### config.mk
export PLATFORM = sky130hd
export DESIGN_NAME = coherence_ctrl_flat
export DESIGN_NICKNAME = d
export VERILOG_FILES = /design/src/rtl/coherence_ctrl_if.sv /design/src/rtl/coherence_ctrl.sv /design/src/flat_wrapper.sv
export SDC_FILE = /design/constraint.sdc
export NUM_CORES = 1
export LEC_CHECK = 0
export CORE_AREA = 2 2 144 146
export CTS_BUF_LIST = sky130_fd_sc_hd__clkbuf_4 sky130_fd_sc_hd__clkbuf_8 sky130_fd_sc_hd__clkbuf_16
export DETAILED_ROUTE_END_ITERATION = 6
export DIE_AREA = 0 0 146 148
export PLACE_DENSITY_LB_ADDON = 0.05
export SLEW_MARGIN = 20
export SYNTH_ARGS = -nofsm -noshare
export SYNTH_HDL_FRONTEND = slang
export SYNTH_SLANG_ARGS = --single-unit
### constraint.sdc
create_clock -name CLK -period 2.44 [get_ports CLK]
set_clock_uncertainty 0.2 [all_clocks]
set_input_delay 0.488 -clock CLK [delete_from_list [all_inputs] [get_ports CLK]]
set_output_delay 0.488 -clock CLK [all_outputs]
set_load 0.05 [all_outputs]
### src/rtl/coherence_ctrl_if.sv
// Bus bundle between coherence_ctrl, the two data caches and the shared RAM port.
// slave: controller side; master: caches and RAM side.
interface coherence_ctrl_if #(
    parameter int WORD_W = 32
);
    logic [1:0]             dREN;
    logic [1:0]             dWEN;
    logic [1:0][WORD_W-1:0] daddr;
    logic [1:0][WORD_W-1:0] dstore;
    logic [1:0]             cctrans;
    logic [1:0]             ccwrite;
    logic [1:0]             dwait;
    logic [1:0][WORD_W-1:0] dload;
    logic [1:0]             ccwait;
    logic [1:0]             ccinv;
    logic [1:0][WORD_W-1:0] ccsnoopaddr;
    logic                   ramREN;
    logic                   ramWEN;
    logic [WORD_W-1:0]      ramaddr;
    logic [WORD_W-1:0]      ramstore;
    logic [WORD_W-1:0]      ramload;
    logic                   ramwait;

    modport slave (
        input  dREN, dWEN, daddr, dstore, cctrans, ccwrite, ramload, ramwait,
        output dwait, dload, ccwait, ccinv, ccsnoopaddr,
               ramREN, ramWEN, ramaddr, ramstore
    );

    modport master (
        output dREN, dWEN, daddr, dstore, cctrans, ccwrite, ramload, ramwait,
        input  dwait, dload, ccwait, ccinv, ccsnoopaddr,
               ramREN, ramWEN, ramaddr, ramstore
    );
endinterface

### src/rtl/coherence_ctrl.sv
// Two-cache snoopy bus controller and RAM arbiter.
// Snooping is built only when COHERENCE_SNOOP_EN is defined; otherwise grants go straight to RAM.
module coherence_ctrl #(
    parameter int WORD_W = 32
) (
    input logic             CLK,
    input logic             RST,
    coherence_ctrl_if.slave bus
);
    typedef enum logic [2:0] {
        IDLE,
        GRANT,
        SNOOP,
        SNOOP_RESP,
        PEER_WB,
        ACCESS
    } state_t;

    state_t                 state;
    logic                   owner;
    logic                   last;
    logic                   win;
    logic [1:0]             req;
    logic [1:0]             ccwait_q;
    logic [1:0]             ccinv_q;
    logic [1:0][WORD_W-1:0] snoop_addr_q;
`ifdef COHERENCE_SNOOP_EN
    logic                   peer;
    logic                   wb_cnt;

    assign peer = ~owner;
`endif

    assign req = bus.dREN | bus.dWEN | bus.cctrans;

    always_comb begin
        win = req[1];
        if (&req) win = ~last;
    end

    always_ff @(posedge CLK) begin
        if (RST) begin
            state        <= IDLE;
            owner        <= 1'b0;
            last         <= 1'b1;
            ccwait_q     <= '0;
            ccinv_q      <= '0;
            snoop_addr_q <= '0;
`ifdef COHERENCE_SNOOP_EN
            wb_cnt       <= 1'b0;
`endif
        end else begin
            case (state)
                IDLE: begin
                    // last follows every grant so a lone requester also yields the next tie
                    if (|req) begin
                        owner <= win;
                        last  <= win;
                        state <= GRANT;
                    end
                end
                GRANT: begin
`ifdef COHERENCE_SNOOP_EN
                    if (bus.cctrans[owner]) begin
                        ccwait_q[peer]     <= 1'b1;
                        ccinv_q[peer]      <= bus.ccwrite[owner];
                        snoop_addr_q[peer] <= bus.daddr[owner];
                        state              <= SNOOP;
                    end else begin
                        state <= ACCESS;
                    end
`else
                    state <= ACCESS;
`endif
                end
`ifdef COHERENCE_SNOOP_EN
                SNOOP: state <= SNOOP_RESP;
                SNOOP_RESP: begin
                    if (bus.cctrans[peer] && bus.ccwrite[peer]) begin
                        wb_cnt <= 1'b0;
                        state  <= PEER_WB;
                    end else begin
                        ccwait_q <= '0;
                        ccinv_q  <= '0;
                        state    <= ACCESS;
                    end
                end
                PEER_WB: begin
                    if (bus.dWEN[peer] && !bus.ramwait) begin
                        wb_cnt <= 1'b1;
                        if (wb_cnt) begin
                            ccwait_q <= '0;
                            ccinv_q  <= '0;
                            state    <= ACCESS;
                        end
                    end
                end
`endif
                ACCESS: begin
                    if (!req[owner]) state <= IDLE;
                end
                default: state <= IDLE;
            endcase
        end
    end

    assign bus.ccwait      = ccwait_q;
    assign bus.ccinv       = ccinv_q;
    assign bus.ccsnoopaddr = snoop_addr_q;

    always_comb begin
        bus.ramREN   = 1'b0;
        bus.ramWEN   = 1'b0;
        bus.ramaddr  = '0;
        bus.ramstore = '0;
        bus.dwait    = 2'b11;
        bus.dload    = '0;
        case (state)
            ACCESS: begin
                bus.ramWEN        = bus.dWEN[owner];
                bus.ramREN        = bus.dREN[owner] & ~bus.dWEN[owner];
                bus.ramaddr       = bus.daddr[owner];
                bus.ramstore      = bus.dstore[owner];
                bus.dload[owner]  = bus.ramload;
                bus.dwait[owner]  = ~((bus.dREN[owner] | bus.dWEN[owner]) & ~bus.ramwait);
            end
`ifdef COHERENCE_SNOOP_EN
            PEER_WB: begin
                bus.ramWEN       = bus.dWEN[peer];
                bus.ramaddr      = bus.daddr[peer];
                bus.ramstore     = bus.dstore[peer];
                bus.dwait[peer]  = ~(bus.dWEN[peer] & ~bus.ramwait);
            end
`endif
            default: ;
        endcase
    end
endmodule

### src/flat_wrapper.sv
// flat-port wrapper written by rule: the top's interface ports become plain ports
module coherence_ctrl_flat 
#(
    parameter int WORD_W = 32
)
  (CLK, RST, bus_dREN, bus_dWEN, bus_daddr, bus_dstore, bus_cctrans, bus_ccwrite, bus_ramload, bus_ramwait, bus_dwait, bus_dload, bus_ccwait, bus_ccinv, bus_ccsnoopaddr, bus_ramREN, bus_ramWEN, bus_ramaddr, bus_ramstore);
  coherence_ctrl_if #(.WORD_W(WORD_W)) bus_i ();
  input logic CLK;
  input logic RST;
  input wire logic [$bits(bus_i.dREN)-1:0] bus_dREN;
  input wire logic [$bits(bus_i.dWEN)-1:0] bus_dWEN;
  input wire logic [$bits(bus_i.daddr)-1:0] bus_daddr;
  input wire logic [$bits(bus_i.dstore)-1:0] bus_dstore;
  input wire logic [$bits(bus_i.cctrans)-1:0] bus_cctrans;
  input wire logic [$bits(bus_i.ccwrite)-1:0] bus_ccwrite;
  input wire logic [$bits(bus_i.ramload)-1:0] bus_ramload;
  input wire logic [$bits(bus_i.ramwait)-1:0] bus_ramwait;
  output wire logic [$bits(bus_i.dwait)-1:0] bus_dwait;
  output wire logic [$bits(bus_i.dload)-1:0] bus_dload;
  output wire logic [$bits(bus_i.ccwait)-1:0] bus_ccwait;
  output wire logic [$bits(bus_i.ccinv)-1:0] bus_ccinv;
  output wire logic [$bits(bus_i.ccsnoopaddr)-1:0] bus_ccsnoopaddr;
  output wire logic [$bits(bus_i.ramREN)-1:0] bus_ramREN;
  output wire logic [$bits(bus_i.ramWEN)-1:0] bus_ramWEN;
  output wire logic [$bits(bus_i.ramaddr)-1:0] bus_ramaddr;
  output wire logic [$bits(bus_i.ramstore)-1:0] bus_ramstore;
  assign bus_i.dREN = bus_dREN;
  assign bus_i.dWEN = bus_dWEN;
  assign bus_i.daddr = bus_daddr;
  assign bus_i.dstore = bus_dstore;
  assign bus_i.cctrans = bus_cctrans;
  assign bus_i.ccwrite = bus_ccwrite;
  assign bus_i.ramload = bus_ramload;
  assign bus_i.ramwait = bus_ramwait;
  assign bus_dwait = bus_i.dwait;
  assign bus_dload = bus_i.dload;
  assign bus_ccwait = bus_i.ccwait;
  assign bus_ccinv = bus_i.ccinv;
  assign bus_ccsnoopaddr = bus_i.ccsnoopaddr;
  assign bus_ramREN = bus_i.ramREN;
  assign bus_ramWEN = bus_i.ramWEN;
  assign bus_ramaddr = bus_i.ramaddr;
  assign bus_ramstore = bus_i.ramstore;
  coherence_ctrl #(.WORD_W(WORD_W)) u_core (.CLK(CLK), .RST(RST), .bus(bus_i));
endmodule
==> reports/qor.yml <==
outcome:
  status: "finished, final reports clean"
setup_path:
  cp-end-kind: "primary output"
  r2r-start: "u_core.owner"
  rrSetupSlack_ns: 0.89
  worst-setup-path-type: "in2out"
  cp_max_fo: 2
  cp.arrival_ns: 1.67
  start_kind: "primary input"
  regToRegEndpoint: "u_core.state[0]"
  rr_worst_depth: 4
  crit_path_end: "bus_dwait[0]"
  worstPathRequired_ns: 1.75
  crit_start: "bus_ramwait"
timing:
  whs_ns: 0.349
  fin_crit_ns: 2.36
  layout_setup_ws_ns: 0.0783
  totalNegativeSetupSlack_ns: 0
  finalHoldViolCount: 0
  fin_crit_sh_pct: 96.8
  maxSlewViolCount: 0
  grt_setup_unrepaired: "false"
  setup_viol: 0
  fmax_ghz: 0.423
synth:
  ys_seq_area_share_pct: 3.66
  synth_area_leader_cell: "mux2i_1"
  async_flop_share_pct: 0
  ys_top_cells_by_area: "mux2i_1 (30%), buf_4 (25%), nor2_1 (12%)"
  syn_avg_cell_area_um2: 6.83
  yosysUniqueCellTypes: 26
  netlist_area_um2: 2190
  synth_edf_count: 0
  synthCells: 320
  synth_top_area_share_pct: 29.7
  synth_ff_type: "dfxtp_1"
  ys_seq_elements: 4
  yosys_warnings: 0
final_layout:
  n_fill_cell: 2106
  utilization_pct: 33.3
  regArea_um2: 83.8
  drive_gt1_share_pct: 24.7
  layout.nets: 780
  multi_input_area_um2: 1710
  stdcell_count: 879
  final_area_um2: 6670
  syn_to_final_growth_pct: 205
clocking:
  clkTransAtPathRegs_ns: 0.03
  cts_sinks: 4
  cts_max_level: 1
  cts_buffers: 3
  hold_buffers: 0
  cts_tree: "done"
  clk_latency_ns: 0.22
  clockBufferDepth: 2
  root_buffer: "clkbuf_16"
placed_design:
  dp_slack_ns: -0.00447
  io_buffer_count: 300
  placed_cell_area_um2: 6560
  dp_hpwl_um: 11000
  place.gp.congestion: 0.788
  placed_cells: 873
global_route:
  grt_pass1_wl_um: 18300
  grt_max_degree: 67
  antenna_found_initial: 1
  overflow: 0
  track_usage_pct: 10.8
  grt_pass1_vias: 3027
route:
  drc: 0
  drt_wl_total_um: 12600
  first_iter_violations: 40
  viasPerCell: 3.46
  vias: 3038
  ant_nets: 0
  dr.pass1.iters: 4
  routedWlPerCell_um: 14.4
power:
  power_density_nw_per_um2: 229
  ir_drop_uv: 171
  power_mw: 1.53
  p_leak_nw: 2.74
floorplanning:
  dieArea_um2: 21600
  pin_count: 371
  initial_utilization_pct: 10.9
  num_rows: 52
  die_h_um: 148
  core-area_um2: 20000
  die_x_um: 146
flow_run:
  maxCapViolations: 0
hold_path:
  worst_hold_path_type: "reg2reg"
-- cells in the final DEF (no fill, tap or decap) --
cell and count:
nor4_1 2, dfxtp_1 3, nand2_1 1, clkbuf_16 3, nand2_2 1, a211oi_1 1, or4_1 2, mux2i_1 65
and2_1 33, diode_2 1, a21oi_1 1, inv_1 2, o21a_1 1, clkbuf_4 1, o32a_1 1, nor4b_1 1
or3_1 2, dlymetal6s2s_1 4, buf_12 134, conb_1 68, nor3_1 3, dfxtp_4 1, buf_4 9, nor2_1 67
nor2_2 1, a21o_1 1, o21ai_0 1, o31a_1 2, and3_1 32, clkdlybuf4s50_1 164, o31ai_1 1
-- synthesized netlist by cell type, types with 2 or more instances --
cell type	count
or4_1	2
clkbuf_1	9
nor4_1	2
nor2_1	68
and3_1	32
o31a_1	2
and2_1	33
clkbuf_2	3
inv_1	2
nor3_1	3
or3_1	2
buf_2	9
dfxtp_1	4
buf_4	73
mux2i_1	65
-- cells by family (layout without fill, tap and decap cells) --
kind of cell	count (synthesis)	after routing	synth area share, %
and+or+nand+nor	145	145	33.6
buffers and inverters	96	317	29.7
muxes	65	65	29.7
AOI/OAI and AO/OA	9	9	3.09
DFF	4	4	3.66
other	1	69	0.171
-- per-layer routing --
layer	part of all wire (%)	up-vias	GRT usage, %
met4	0.81	0	1.60
met5	0	-	0
li1	-	1507	-
met3	9.8	4	3.43
met2	54	211	21.3
met1	35	1316	11.4
-- worst max-delay path, stage by stage --
cell and delay (ns):
clkdlybuf4s50_1 0.44, or4_1 0.53, buf_4 0.21
-- worst min path at each step --
stage | from | cells past startpoint | endpoint
after floorplan | u_core.state[0] | 2 | u_core.state[2]
after global placement | u_core.state[0] | 2 | u_core.state[2]
after detailed placement | u_core.state[0] | 2 | u_core.state[2]
after CTS | u_core.state[0] | 2 | u_core.state[2]
after global routing | u_core.state[0] | 2 | u_core.state[2]
final | u_core.state[0] | 2 | u_core.state[2]
-- timing repair --
item	CTS	global route
pin swaps	0	1
setup buffers	0	1
gates resized for setup	1	4
endpoints found under the setup margin	1	4
-- layout make-up --
type	instances	share of cell area (%)
well taps	270	5.07
inverters	2	0.113
repair buffers	311	66.6
diodes	1	0.0375
multi-input cells	287	25.7
clock buffers	4	1.24
flip-flops and latches	4	1.26
-- flip-flops by register name, indices dropped and copies added, names as in the netlist --
signal and flops:
u_core.state 2, u_core.last 1, u_core.owner 1
-- report_power, final --
group	switching [mW]	leakage [nW]	internal, mW
sequential	0.0150	0.0340	0.0715
combinational	0.635	2.66	0.533
clock	0.0457	0.0416	0.227
Note: power is estimated with default switching activity, not from simulation.
